File: src/rtl/snn_pkg.sv
// -----------------------------------------------------------------------------
// snn_pkg
// Shared definitions for the spiking-neural-network layer controllers:
//   POT_W              membrane potential / synaptic current width (16 bits)
//   THRESHOLD_DEFAULT  default signed firing threshold
//   state_t / ST_*     scheduler state encoding
//   sat16()            clamp a 17-bit signed sum into the 16-bit signed range
// -----------------------------------------------------------------------------
package snn_pkg;

  localparam int POT_W = 16;

  localparam logic signed [POT_W-1:0] THRESHOLD_DEFAULT = 16'sh0960;

  // Scheduler state encoding, kept as plain constants so older controllers
  // that compare against raw codes keep working.
  typedef logic [2:0] state_t;

  localparam state_t ST_IDLE      = 3'd0;
  localparam state_t ST_WAIT_STEP = 3'd1;
  localparam state_t ST_REQ       = 3'd2;
  localparam state_t ST_UPDATE    = 3'd3;
  localparam state_t ST_FINISH    = 3'd4;

  // The sum of two 16-bit signed values always fits in 17 bits, so a single
  // range check against the 16-bit limits is enough to saturate.
  function automatic logic signed [POT_W-1:0] sat16(input logic signed [POT_W:0] sum);
    if (sum > 17'sd32767) begin
      return 16'sh7FFF;
    end else if (sum < -17'sd32768) begin
      return 16'sh8000;
    end else begin
      return sum[POT_W-1:0];
    end
  endfunction

endpackage

File: src/rtl/lif_update.sv
// -----------------------------------------------------------------------------
// lif_update
// Combinational integrate-and-fire step for one neuron, no leak.
//   pot_in   current membrane potential (signed)
//   cur_in   synaptic current to integrate (signed)
//   pot_out  potential to write back: 0 after a spike, else the saturated sum
//   fire     saturated sum reached THRESHOLD
// -----------------------------------------------------------------------------
module lif_update
  import snn_pkg::*;
#(
  parameter logic signed [POT_W-1:0] THRESHOLD = THRESHOLD_DEFAULT
) (
  input  logic signed [POT_W-1:0] pot_in,
  input  logic signed [POT_W-1:0] cur_in,
  output logic signed [POT_W-1:0] pot_out,
  output logic                    fire
);

  logic signed [POT_W:0]   sum;
  logic signed [POT_W-1:0] sat;

  always_comb begin
    // Sign-extend both operands by one bit so the add cannot overflow.
    sum     = {pot_in[POT_W-1], pot_in} + {cur_in[POT_W-1], cur_in};
    sat     = sat16(sum);
    fire    = (sat >= THRESHOLD);
    pot_out = fire ? '0 : sat;
  end

endmodule

File: src/rtl/snn_layer_scheduler.sv
// -----------------------------------------------------------------------------
// snn_layer_scheduler
// Time-multiplexes N_NEURONS integrate-and-fire neurons over a window of
// T_WINDOW timesteps, fetching each neuron's synaptic current through a
// req/ack handshake and reporting the neuron with the most spikes.
//   clk, rst            clock, synchronous active-high reset
//   start               begin a window (ignored while busy)
//   step_en             permits the next timestep sweep to begin
//   cur_req/cur_idx     current request for neuron cur_idx
//   cur_ack/cur_data    current returned for the requested neuron
//   spk_valid/spk_idx/spk  one pulse per neuron update, spk = fired
//   busy, done          window in progress / one-cycle end-of-window pulse
//   win_idx/win_cnt     winning neuron and its spike count
// -----------------------------------------------------------------------------
module snn_layer_scheduler
  import snn_pkg::*;
#(
  parameter int                N_NEURONS = 8,
  parameter int                T_WINDOW  = 250,
  parameter logic signed [15:0] THRESHOLD = THRESHOLD_DEFAULT,
  parameter int                CNT_W     = 8,
  localparam int               IDX_W     = $clog2(N_NEURONS)
) (
  input  logic                    clk,
  input  logic                    rst,
  input  logic                    start,
  input  logic                    step_en,
  output logic                    cur_req,
  output logic [IDX_W-1:0]        cur_idx,
  input  logic                    cur_ack,
  input  logic signed [POT_W-1:0] cur_data,
  output logic                    spk_valid,
  output logic [IDX_W-1:0]        spk_idx,
  output logic                    spk,
  output logic                    busy,
  output logic                    done,
  output logic [IDX_W-1:0]        win_idx,
  output logic [CNT_W-1:0]        win_cnt
);

  localparam logic [IDX_W-1:0] LAST_IDX = IDX_W'(N_NEURONS - 1);
  localparam logic [15:0]      LAST_TS  = 16'(T_WINDOW - 1);
  localparam logic [CNT_W-1:0] CNT_MAX  = '1;

  state_t                  state;
  logic [IDX_W-1:0]        index;
  logic [15:0]             timestep;
  logic signed [POT_W-1:0] cur_q;
  logic signed [POT_W-1:0] pot [N_NEURONS];
  logic [CNT_W-1:0]        cnt [N_NEURONS];
  logic [IDX_W-1:0]        win_idx_q;
  logic [CNT_W-1:0]        win_cnt_q;
  logic [IDX_W-1:0]        best_idx;
  logic [CNT_W-1:0]        best_cnt;
  logic signed [POT_W-1:0] upd_pot;
  logic                    upd_fire;

  // Single shared update datapath: only the neuron at 'index' is evaluated.
  lif_update #(
    .THRESHOLD(THRESHOLD)
  ) u_lif (
    .pot_in (pot[index]),
    .cur_in (cur_q),
    .pot_out(upd_pot),
    .fire   (upd_fire)
  );

  // Strict '>' while scanning upward keeps the lowest index on ties, and an
  // all-zero count array leaves the defaults (index 0, count 0).
  always_comb begin
    best_idx = '0;
    best_cnt = '0;
    for (int i = 0; i < N_NEURONS; i++) begin
      if (cnt[i] > best_cnt) begin
        best_cnt = cnt[i];
        best_idx = IDX_W'(i);
      end
    end
  end

  always_ff @(posedge clk) begin
    if (rst) begin
      state     <= ST_IDLE;
      index     <= '0;
      timestep  <= '0;
      cur_q     <= '0;
      spk_valid <= 1'b0;
      spk       <= 1'b0;
      spk_idx   <= '0;
      win_idx_q <= '0;
      win_cnt_q <= '0;
      for (int i = 0; i < N_NEURONS; i++) begin
        pot[i] <= '0;
        cnt[i] <= '0;
      end
    end else begin
      spk_valid <= 1'b0;
      spk       <= 1'b0;
      case (state)
        ST_IDLE: begin
          if (start) begin
            state    <= ST_WAIT_STEP;
            index    <= '0;
            timestep <= '0;
            for (int i = 0; i < N_NEURONS; i++) begin
              pot[i] <= '0;
              cnt[i] <= '0;
            end
          end
        end
        ST_WAIT_STEP: begin
          if (step_en) begin
            state <= ST_REQ;
            index <= '0;
          end
        end
        ST_REQ: begin
          // No timeout: the current source may stall for as long as it needs.
          if (cur_ack) begin
            cur_q <= cur_data;
            state <= ST_UPDATE;
          end
        end
        ST_UPDATE: begin
          pot[index] <= upd_pot;
          if (upd_fire && (cnt[index] != CNT_MAX)) begin
            cnt[index] <= cnt[index] + 1'b1;
          end
          spk_valid <= 1'b1;
          spk       <= upd_fire;
          spk_idx   <= index;
          if (index != LAST_IDX) begin
            index <= index + 1'b1;
            state <= ST_REQ;
          end else begin
            timestep <= timestep + 1'b1;
            state    <= (timestep == LAST_TS) ? ST_FINISH : ST_WAIT_STEP;
          end
        end
        ST_FINISH: begin
          win_idx_q <= best_idx;
          win_cnt_q <= best_cnt;
          state     <= ST_IDLE;
        end
        default: state <= ST_IDLE;
      endcase
    end
  end

  assign cur_req = (state == ST_REQ);
  assign cur_idx = index;
  assign busy    = (state != ST_IDLE) && (state != ST_FINISH);
  assign done    = (state == ST_FINISH);

  // The winner is presented combinationally during the done cycle (the last
  // count update lands on the edge entering FINISH) and held afterwards.
  assign win_idx = done ? best_idx : win_idx_q;
  assign win_cnt = done ? best_cnt : win_cnt_q;

endmodule

File: config.mk
export PLATFORM = sky130hd
export DESIGN_NAME = snn_layer_scheduler
export DESIGN_NICKNAME = d
export VERILOG_FILES = /design/src/rtl/snn_pkg.sv /design/src/rtl/lif_update.sv /design/src/rtl/snn_layer_scheduler.sv
export SDC_FILE = /design/constraint.sdc
export NUM_CORES = 1
export LEC_CHECK = 0
export CAP_MARGIN = 10
export CORE_MARGIN = 5
export CORE_UTILIZATION = 50
export DETAILED_ROUTE_END_ITERATION = 10
export GPL_ROUTABILITY_DRIVEN = 0
export GPL_TIMING_DRIVEN = 0
export HOLD_SLACK_MARGIN = 0.12
export PLACE_DENSITY = 0.78
export SETUP_SLACK_MARGIN = 0.4
export SLEW_MARGIN = 40
export SYNTH_ARGS = -nofsm -noshare
export SYNTH_HDL_FRONTEND = slang
export SYNTH_SLANG_ARGS = --single-unit
export TNS_END_PERCENT = 100
File: constraint.sdc
create_clock -name clk -period 15.4 [get_ports clk]
set_clock_uncertainty 0.1 [all_clocks]
set_input_delay 1.54 -clock clk [delete_from_list [all_inputs] [get_ports clk]]
set_output_delay 1.54 -clock clk [all_outputs]
set_load 0.02 [all_outputs]
==> results of run 1 <==
worst max-delay path, delay by kind of cell, from the launching register on:
| family | cells | cell delay, ps |
|---|---|---|
| AOI/OAI and AO/OA | 30 | 4730 |
| adders and majority gates | 7 | 1890 |
| buffers and inverters | 12 | 2270 |
| DFF | 1 | 420 |
| muxes | 2 | 660 |
| and+or+nand+nor | 12 | 2330 |
cell usage after synthesis (all sizes together), types with 4 or more instances:
cell	n	share of area, %
mux2	29	2.3
or3	4	0.18
o22ai	8	0.36
a211o	4	0.25
nor3b	17	0.92
xnor2	12	0.75
nor2b	11	0.49
xor2	18	1.2
nand4	15	0.67
and3	10	0.45
mux2i	16	1.1
a22o	7	0.44
nor2	155	4.2
nand2	90	2.4
nor4	22	1.1
mux4	48	7.8
a211oi	21	1.2
o21a	13	0.70
or2	13	0.58
and2	8	0.36
edfxtp	192	41
a21oi	73	2.6
ha	75	6.7
a31oi	5	0.27
nor3	94	3.4
buf	14	0.45
nand3b	5	0.27
dfxtp	57	8.2
nand3	22	0.79
nand2b	5	0.22
a21o	32	1.7
inv	40	1.1
o21ai	29	1.0
clkbuf	58	1.6
worst max path at each step:
stage,from,endpoint
6_report,cnt[0][7],win_cnt[0]
5_1_grt,cnt[0][3],win_cnt[1]
4_1_cts,cnt[1][7],win_cnt[6]
3_5_place_dp,cnt[1][7],win_cnt[6]
3_3_place_gp,cnt[1][7],win_cnt[6]
2_1_floorplan,cnt[1][2],win_cnt[6]
cell type report:
cell class / count / area [µm²] / share of cell area, %
clock buffers: 36 / 751 / 4.68
plain buffers: 72 / 313 / 1.95
inverters: 41 / 154 / 0.959
repair buffers: 62 / 554 / 3.45
multi-input cells: 901 / 6780 / 42.2
clock inverters: 11 / 121 / 0.756
flip-flops and latches: 249 / 6910 / 43.0
well taps: 378 / 473 / 2.95
per-stage QoR:
| stage | hold slack [ps] | setup TNS, ps | setup slack [ps] |
|---|---|---|---|
| 2_1_floorplan | 341 | 0 | 1520 |
| 3_3_place_gp | 345 | -3770 | -492 |
| 3_5_place_dp | 346 | -7790 | -861 |
| 4_1_cts | 355 | 0 | 426 |
| 5_1_grt | 375 | 0 | 85.3 |
| 6_report | 358 | 0 | 852 |
power groups by stage:
stage                     logic, mW  clock network (mW)  registers [mW]
after floorplan                1.13                   0           0.849
after global placement         1.40                   0           0.867
after detailed placement       1.46                   0           0.872
after CTS                      1.55               0.640           0.859
after global routing           1.83               0.671           0.865
final                          1.68               0.637           0.860
registers in the layout (all words and copies together) (netlist names), 3 cells and up, named ones only:
| signal | flops |
|---|---|
| spk_idx | 3 |
| state | 3 |
| cnt | 64 |
| cur_idx | 3 |
| win_cnt_q | 8 |
| cur_q | 16 |
| win_idx_q | 3 |
| pot | 128 |
| timestep | 16 |
per-layer routing:
layer	GRT usage, %	vias up
met5	0	-
met4	6.67	0
met3	3.72	77
met2	39.6	528
met1	29.5	5177
li1	-	4936
repair_timing:
item,CTS,global route
pin swaps,3,7
gates resized for setup,41,46
cloned,0,0
hold buffers,0,0
hold endpoints to repair,0,0
endpoints found under the setup margin,11,11
buffers inserted,10,10
kinds of logic after synthesis:
| kind of cell | Yosys count |
|---|---|
| and+or+nand+nor | 481 |
| xor gates and xnor gates | 30 |
| muxes | 93 |
| DFF | 249 |
| adders and majority gates | 77 |
| buffers and inverters | 113 |
| AOI/OAI and AO/OA | 220 |
==> impl_results.md, run 1 <==
- Status: finished clean
- Clock Tree Root: clkbuf_16
- Core ar.: between 20000 and 30000 µm²
- FF-to-FF path depth: between 60 and 70
- Syn_area_per_cell: 11.0 µm²
- FILL cells: 2267
- R2r endpoint: win_cnt_q[3]
- Clk pwr share: approximately 20%
- Vias post-DR: ~11000
- Synth Cell Area: 13900 µm²
- Largest family of logic cells by synthesized area: simple AND/OR/NAND/NOR gates
- Worst hold stages: 2
- Post-Layout Cell Count: between 1500 and 2000
- DRC Markers: 0
- Part of the power in registers: a little over a quarter
- Tcrit/Tclk final: between 90% and 100%
- Simple-Gate Fraction of Synth Area: around 17%
- Multiplexer share of the synthesized area: around 11%
- Layout area overhead: 15.1%
- Post-synthesis async set-or-reset flop share: 0%
- WHS Endpoint: spk_idx[0]
- Largest net degree at the start of global routing: 17
- Count of input and output buffers: between 40 and 50
- Met2 wire len: about 18 mm
- Compound-cell area share of the yosys netlist: roughly a tenth
- Initial antenna violation count: 0
- #FFs+latches synth: 249
- WP data required: 13760 ps
- Crit path max-delay cell type: or4_4
- # diodes: 0
- Worst Max-Slew Pin Slew: 852 ps
- Die area: roughly 31000 µm²
- Clk_lat worst skew: about 550 ps
- Sequential fraction of the synthesis area: 49.5%
- Worst Setup End Kind: output pin
- Slew Viols, Final: 0
- Number of global-route vias before repair: ~11000
- Arrival @ worst endpoint: approximately 13000 ps
- Slew Limit Headroom: 42.8%
- Most frequent cells in the layout: 192 x edfxtp_1, 153 x nor2_1, 93 x nor3_1
- HP Class: register to register
- Placed cell count: 1683
- CTS clk-pin slew, worst paths: around 60 ps
- H-tree levels: 1
- Hpwl dp: about 26 mm
- CTS tree: done
- DR pass1 iterations: 7
- Commonest non-fill, non-tap cell in the layout: edfxtp_1
- WL/cell: 20.7 µm
- I/O pin count: 43
- Peak supply drop: ~150 µV
- Max Fclk: 68.7 MHz
- RSZ-0062 raised after global routing: yes
- XOR/XNOR Fraction of Synth Area: ~1.9%
- Rows: between 60 and 70
- Initial Util: slightly above 50%
- Synthesized net count: between 1000 and 1500
- R2R setup slack: ~3000 ps
- FF-to-FF Start: cnt[0][7]
- Setup CP Type: register to output pin
- Pwr/cell area: between 150 and 200 nW/µm²
- Top_reg_cell synth: edfxtp_1
- Fin area: around 16000 µm²
- Die H: 177 µm
- Sw Pwr: roughly 1.3 mW
- Via density: between 6 and 7
- First-pass GRT wire length: about 56 mm
- Worst-case clock buffer depth: 3
- Final min period: roughly 15000 ps
- Gr usage total: 22.8%
- Worst Path Max Fanout: 10
- Final wirelength: between 30 and 40 mm
- Yosys warns: 0
- Layout cells sized above 1: between 15 and 20%
- Detail Route Antenna Nets: 0
- Leakage: 5.89 nW
- Post-Synth Adder-Cell Area: 6.94%
- Internal Power: approximately 1.9 mW
- Initial DRC Count: 934
- Num CTS Buffers: 26
- Layout Utilization: between 50% and 60%
- Power, Total: ~3.2 mW
- Clk sinks: approximately 250
- Slowest stage delay, CP: 500 ps
- Post-layout net count: 1450
- Switching Share: between 40% and 50%
- Met3 wire len: between 3 and 4 mm
- Combinational cell fraction of total power: between 50% and 60%
- Post-synthesis cell count: about 1300
- Setup Viol. Count Final: 0
- Nature of the critical path startpoint: register
- DRT met1 WL: approximately 14 mm
- GRT overflow: 0
- Final hold violations: 0
- Max Used Layer: met4
- Placed Instance Area: about 15000 µm²
- Post-synth EDFFs: about 190
- Die extent in x: 177 µm
- Worst Min Path Start: spk_idx[0]
- Maximum Capacitance Violations: 0
- Most used cell, CP: ha_1
- Synth cell types: 67
(Power assumes the default switching activity.)
==> run 2: changes to the inputs <==
- CORE_MARGIN: 5 -> default
==> run 2 against run 1 <==
Setup slack better by 110 ps. Hold slack better by 1.4 ps. Register-to-register slack better by 110 ps. Sequential power barely moved. Global-route usage up 2.9 points. Sequential cell count unchanged. Power decreased by 1.5%. Final cell count down 0.51%. Fmax rose by 0.78%. Sequential share of layout area is 0.14 points higher. Cell area fell by 0.33%. Die area shrank 8.8%. Critical endpoint is now win_cnt[7]. Largest cell class unchanged.
==> impl_results.md, run 2 (synthesis gave the netlist of run 1 again) <==
- Status: finished clean (unchanged)
- Layout area overhead: 14.7% (was 15.1%)
- Commonest non-fill, non-tap cell in the layout: edfxtp_1 (unchanged)
- Die extent in x: 169 µm (was 177 µm)
- WL/cell: 20.9 µm (was 20.7 µm)
- Nature of the critical path startpoint: register (unchanged)
- CTS tree: done (unchanged)
- Most frequent cells in the layout: 192 x edfxtp_1, 154 x nor2_1, 93 x nor3_1 (was 192 x edfxtp_1, 153 x nor2_1, 93 x nor3_1)
- I/O pin count: 43 (unchanged)
- Fin worst setup slack: 965 ps (was 852 ps)
- CTS clk-pin slew, worst paths: 60 ps (about the same)
- Crit path max-delay cell type: or4_4 (unchanged)
- Register with the most flip-flops: pot (unchanged)
- Slew Viols, Final: 0 (unchanged)
- Layout cells sized above 1: 15.5% (was 15.9%)
- Final min period: 14430 ps (was 14550 ps)
- Setup Viol. Count Final: 0 (unchanged)
- Most used cell, CP: ha_1 (unchanged)
- Post-CTS Hold Buffers: 0 (unchanged)
- Clk_lat worst skew: 550 ps (about the same)
- Vias post-DR: 10800 (was 10700)
- Max Fclk: 69.3 MHz (was 68.7 MHz)
- Worst Path Max Fanout: 10 (unchanged)
- Number of global-route vias before repair: 10700 (was 10500)
- Largest net degree at the start of global routing: 17 (unchanged)
- H-tree levels: 1 (unchanged)
- Worst Setup End Kind: output pin (unchanged)
- Rows: 60 (was 61)
- R2R setup slack: 3150 ps (was 3040 ps)
- Initial Util: 51.3% (was 50.5%)
- Pwr/cell area: 196 nW/µm² (was 198 nW/µm²)
- FF-to-FF Start: cnt[1][2] (was cnt[0][7])
- DRC Markers: 0 (unchanged)
- Clk sinks: 249 (unchanged)
- Arrival @ worst endpoint: 12790 ps (was 12910 ps)
- HP Class: register to register (unchanged)
- Die area: 28600 µm² (was 31300 µm²)
- Peak supply drop: 146 µV (was 153 µV)
- Worst Max-Slew Pin Slew: 864 ps (was 852 ps)
- Gr usage total: 25.7% (was 22.8%)
- Maximum Capacitance Violations: 0 (unchanged)
- WP data required: 13760 ps (about the same)
- First-pass GRT wire length: 56.9 mm (was 56.3 mm)
- Slew Limit Headroom: 42.2% (was 42.8%)
- # diodes: 0 (unchanged)
- DR pass1 iterations: 5 (was 7)
- Num CTS Buffers: 26 (unchanged)
- Crit path from: cnt[1][2] (was cnt[0][7])
- Clock Tree Root: clkbuf_16 (unchanged)
- RSZ-0062 raised after global routing: no (was yes)
- Post-Layout Cell Count: 1741 (was 1750)
- Placed cell count: 1677 (was 1683)
- FILL cells: 2266 (was 2267)
- Worst-case clock buffer depth: 3 (unchanged)
- Post-layout net count: 1446 (was 1450)
- Setup CP Type: register to output pin (unchanged)
- Largest register FFs: 128 (unchanged)
- Hpwl dp: 26.2 mm (about the same)
- Via density: 6.20 (was 6.12)
- FF-to-FF path depth: 61 (was 63)
- Dpl ws: -717 ps (was -861 ps)
- Slowest stage delay, CP: 510 ps (was 500 ps)
- Die H: 169 µm (was 177 µm)
- Top Registers: pot (128), cnt (64) (unchanged)
- Final hold violations: 0 (unchanged)
- Hold WS: 359 ps (was 358 ps)
- Count of input and output buffers: 42 (unchanged)
- Initial antenna violation count: 0 (unchanged)
- Tcrit/Tclk final: 93.7% (was 94.5%)
- GRT overflow: 0 (unchanged)
- Detail Route Antenna Nets: 0 (unchanged)
- Core ar.: 27200 µm² (was 27600 µm²)
- Final wirelength: 36.3 mm (was 36.1 mm)
- CP endpoint: win_cnt[7] (was win_cnt[0])
- Initial DRC Count: 1146 (was 934)
- Leakage: 5.82 nW (was 5.89 nW)
- R2r endpoint: win_cnt_q[1] (was win_cnt_q[3])
## run 2: how the worst min path moves through the flow
stage,end,from,cells past startpoint
final,cur_q[4],cur_q[4],2
after global routing,cur_q[4],cur_q[4],2
after CTS,cur_q[4],cur_q[4],2
after detailed placement,cur_q[4],cur_q[4],2
after global placement,spk_idx[1],spk_idx[1],2
after floorplan,cur_q[0],cur_q[0],2
## run 2: final cells by class
| class | count | area, µm² | share of cell area, % |
|---|---|---|---|
| Buffer | 72 | 314 | 1.96 |
| Multi-Input combinational cell | 901 | 6790 | 42.4 |
| Timing Repair Buffer | 58 | 546 | 3.41 |
| Clock inverter | 18 | 120 | 0.751 |
| Clock buffer | 30 | 708 | 4.43 |
| Tap cell | 372 | 465 | 2.91 |
| Sequential cell | 249 | 6910 | 43.2 |
| Inverter | 41 | 154 | 0.962 |
## run 2: routing by layer
| metal | vias up | track usage [%] | wire length, µm |
|---|---|---|---|
| met4 | 0 | 9.20 | 1110 |
| met3 | 87 | 4.28 | 3040 |
| met5 | - | 0 | 0 |
| met2 | 520 | 43.8 | 17900 |
| met1 | 5269 | 33.1 | 14300 |
| li1 | 4919 | - | - |
## run 2: worst max-delay path, delay by kind of cell (launching register included)
family                   cells  cell delay [ps]
multiplexers                 2              590
AND/OR/NAND/NOR             14             2690
adder cells (fa/ha/maj)      7             1990
buffers and inverters       11             2120
flip-flops                   1              440
AO/OA/AOI/OAI               28             4380
## run 2: stage by stage
| step | util (%) | cell area [µm²] | total power [mW] | setup TNS (ps) |
|---|---|---|---|---|
| 6_report | 58.9 | 16000 | 3.13 | 0 |
| 5_1_grt | 58.9 | 16000 | 3.34 | 0 |
| 4_1_cts | 58.2 | 15800 | 3.02 | 0 |
| 3_5_place_dp | 54.6 | 14800 | 2.32 | -6170 |
| 3_3_place_gp | 54.6 | 14800 | 2.27 | -3220 |
| 2_1_floorplan | - | 13900 | 1.98 | 0 |
## run 2: timing repair
action | in CTS | in global routing
setup buffers | 8 | 8
resized for setup | 40 | 42
endpoints found under the setup margin | 11 | 11
pin swaps | 4 | 5
## run 2: power by group
part           switching, mW  internal [mW]
clock network          0.270          0.333
logic                  0.953          0.710
registers             0.0478          0.814
==> run 3: changes to the inputs <==
- HOLD_SLACK_MARGIN: 0.12 -> 0.03
- SLEW_MARGIN: 40 -> 20
- clock period: 15.4 -> 17.9 ns (I/O delays scaled with it)
==> run 3 against run 2 <==
Cell area shrank 2.3%. Wire length shrank 2.7%. Clock power decreased by 15%. Sequential power shrank 14%. Critical path depth rose by 1. Hold slack got worse by 2.9 ps. Setup slack better by 470 ps. Sequential share of layout area up 1.0 points. Count of clock-buffer cells in the layout decreased by 3. Utilization is 1.3 points lower. Combinational power decreased by 23%. Die area is the same.
==> impl_results.md, run 3 (synthesis gave the netlist of run 1 again) <==
- Part of the power in registers: 29.3% (was 27.5%)
- Worst-case clock buffer depth: 3 (unchanged)
- Post-layout net count: 1429 (was 1446)
- Via density: 6.19 (was 6.20)
- Pwr/cell area: 162 nW/µm² (was 196 nW/µm²)
- Arrival @ worst endpoint: 14570 ps (was 12790 ps)
- Internal Power: 1.50 mW (was 1.86 mW)
- FF-to-FF Start: cnt[1][2] (unchanged)
- Worst Path Max Fanout: 10 (unchanged)
- H-tree levels: 1 (unchanged)
- I/O pin count: 43 (unchanged)
- Die extent in x: 169 µm (unchanged)
- GRT overflow: 0 (unchanged)
- WP buf/inv: 10 (was 11)
- Initial DRC Count: 1131 (was 1146)
- Slowest stage delay, CP: 650 ps (was 510 ps)
- R2R setup slack: 4250 ps (was 3150 ps)
- WP depth: 63 (was 62)
- Layout area overhead: 12.1% (was 14.7%)
- Final setup TNS: 0 ps (unchanged)
- Gr usage total: 25.3% (was 25.7%)
- Crit path max-delay cell type: clkdlybuf4s50_1 (was or4_4)
- Num CTS Buffers: 25 (was 26)
- Tcrit/Tclk final: 92.0%
- Clk_lat worst skew: 540 ps (was 550 ps)
- Setup CP Type: register to output pin (unchanged)
- Initial antenna violation count: 0 (unchanged)
- Placed Instance Area: 14800 µm² (about the same)
- DRC Markers: 0 (unchanged)
- Die H: 169 µm (unchanged)
- CP top delay family: compound AO/OA/AOI/OAI gates (unchanged)
- Layout cells sized above 1: 11.1% (was 15.5%)
- Largest register FFs: 128 (unchanged)
- Clk sinks: 249 (unchanged)
- Crit path from: cnt[1][2] (unchanged)
- WL/cell: 20.5 µm (was 20.9 µm)
- Max Fclk: roughly 61 MHz
- FF-to-FF path depth: 62 (was 61)
- Clk pwr share: 20.3% (was 19.3%)
- Leakage: 5.64 nW (was 5.82 nW)
- CTS tree: done (unchanged)
- Count of input and output buffers: 42 (unchanged)
- FILL cells: 2263 (was 2266)
- Clock Tree Root: clkbuf_16 (unchanged)
- CTS clk-pin slew, worst paths: 60 ps (about the same)
- RSZ-0062 raised after global routing: no (unchanged)
- Vias post-DR: 10700 (was 10800)
- Peak supply drop: 126 µV (was 146 µV)
- Core ar.: 27200 µm² (unchanged)
- CP endpoint: win_cnt[7] (unchanged)
- Most used cell, CP: ha_1 (unchanged)
- Final min period: around 16000 ps
- Hpwl dp: 26.1 mm (was 26.2 mm)
- Post-CTS Hold Buffers: 0 (unchanged)
- WP data required: 16010 ps (was 13760 ps)
- Detail Route Antenna Nets: 0 (unchanged)
- R2r endpoint: win_cnt_q[4] (was win_cnt_q[1])
- Maximum Capacitance Violations: 0 (unchanged)
- Setup Viol. Count Final: 0 (unchanged)
- Status: finished clean (unchanged)
- Most frequent cells in the layout: 192 x edfxtp_1, 154 x nor2_1, 94 x nor3_1 (was 192 x edfxtp_1, 154 x nor2_1, 93 x nor3_1)
- Final wirelength: 35.3 mm (was 36.3 mm)
- Nature of the critical path startpoint: register (unchanged)
- Rows: 60 (unchanged)
- # diodes: 0 (unchanged)
- Largest net degree at the start of global routing: 17 (unchanged)
- Slew Limit Headroom: 23.8% (was 42.2%)
- Top Registers: pot (128), cnt (64) (unchanged)
- First-pass GRT wire length: 55.9 mm (was 56.9 mm)
- Worst Max-Slew Pin Slew: 1130 ps (was 864 ps)
- Worst Setup End Kind: output pin (unchanged)
- Switching Share: 40.7% (was 40.6%)
- Combinational cell fraction of total power: 50.4% (was 53.2%)
- HP Class: register to register (unchanged)
- Number of global-route vias before repair: 10500 (was 10700)
- DR pass1 iterations: 8 (was 5)
- Fin area: 15600 µm² (was 16000 µm²)
- Slew Viols, Final: 0 (unchanged)
- Die area: 28600 µm² (unchanged)
- Initial Util: 51.3% (unchanged)
- Sw Pwr: 1.03 mW (was 1.27 mW)
- Register with the most flip-flops: pot (unchanged)
- Commonest non-fill, non-tap cell in the layout: edfxtp_1 (unchanged)
- Final hold violations: 0 (unchanged)
==> run 3: changes by cell type in the layout (fill, tap and decap cells not counted), sizes merged <==
| cell | before | now |
|---|---|---|
| buf | 33 | 15 |
| clkdlybuf4s50 | 32 | 42 |
| clkdlybuf4s15 | 3 | 0 |
| bufinv | 0 | 2 |
| dlygate4sd2 | 3 | 0 |
| clkinv | 16 | 15 |
| clkbuf | 88 | 84 |
| dlymetal6s2s | 1 | 0 |
==> run 3: layout make-up <==
| class | count | area [µm²] | area share (%) |
|---|---|---|---|
| clock buffer | 27 | 633 | 4.05 |
| inverter | 41 | 154 | 0.984 |
| clock inverter | 19 | 160 | 1.02 |
| timing repair buffer | 42 | 420 | 2.69 |
| sequential | 249 | 6910 | 44.2 |
| buffer | 72 | 285 | 1.82 |
| multi-input combinational | 901 | 6610 | 42.3 |
| tap | 372 | 465 | 2.98 |
==> run 3: worst min-delay path by stage <==
stage	start	end	slack (ps)	cells after the start
after floorplan	cur_q[0]	cur_q[0]	340	2
after global placement	spk_idx[1]	spk_idx[1]	340	2
after detailed placement	spk_idx[1]	spk_idx[1]	350	2
after CTS	spk_idx[2]	spk_idx[2]	360	2
after global routing	spk_idx[2]	spk_idx[2]	380	2
final	spk_idx[2]	spk_idx[2]	360	2
==> run 3: worst register-to-register path: cells and delay by family (launching register included) <==
kind | cells | cell delay (ps)
and+or+nand+nor | 12 | 1950
muxes | 2 | 840
buffers and inverters | 9 | 2300
AOI/OAI and AO/OA | 32 | 5800
DFF | 1 | 470
adders and majority gates | 7 | 2070
==> run 3: what timing repair did <==
| action | in CTS | in global routing |
|---|---|---|
| endpoints found under the hold margin | 0 | 0 |
| setup buffers | 0 | 0 |
| setup endpoints to repair | 0 | 11 |
| resized for setup | 0 | 11 |
==> run 3: stage by stage <==
stage	worst slack, ps	cells	utilization (%)	hold WS, ps	total power [mW]
after floorplan	3770	1263	-	341	1.70
after global placement	1820	1677	54.6	343	1.95
after detailed placement	1530	1677	54.6	351	2.00
after CTS	936	1723	57.5	358	2.51
after global routing	446	1723	57.5	381	2.71
final	1440	1723	57.5	356	2.53
==> run 3: per-layer routing <==
| layer | part of all wire (%) | GRT usage [%] | vias to the layer above |
|---|---|---|---|
| li1 | - | - | 4892 |
| met1 | 39 | 33.6 | 5165 |
| met2 | 49 | 43.2 | 527 |
| met3 | 8.6 | 3.30 | 75 |
| met4 | 2.8 | 7.99 | 0 |
| met5 | 0 | 0 | - |
==> run 3: power groups by stage <==
stage | logic (mW) | registers [mW] | clock network (mW)
global route | 1.42 | 0.746 | 0.539
floorplan | 0.972 | 0.730 | 0
global placement | 1.20 | 0.747 | 0
CTS | 1.25 | 0.739 | 0.514
detailed placement | 1.24 | 0.751 | 0
finish | 1.27 | 0.741 | 0.512
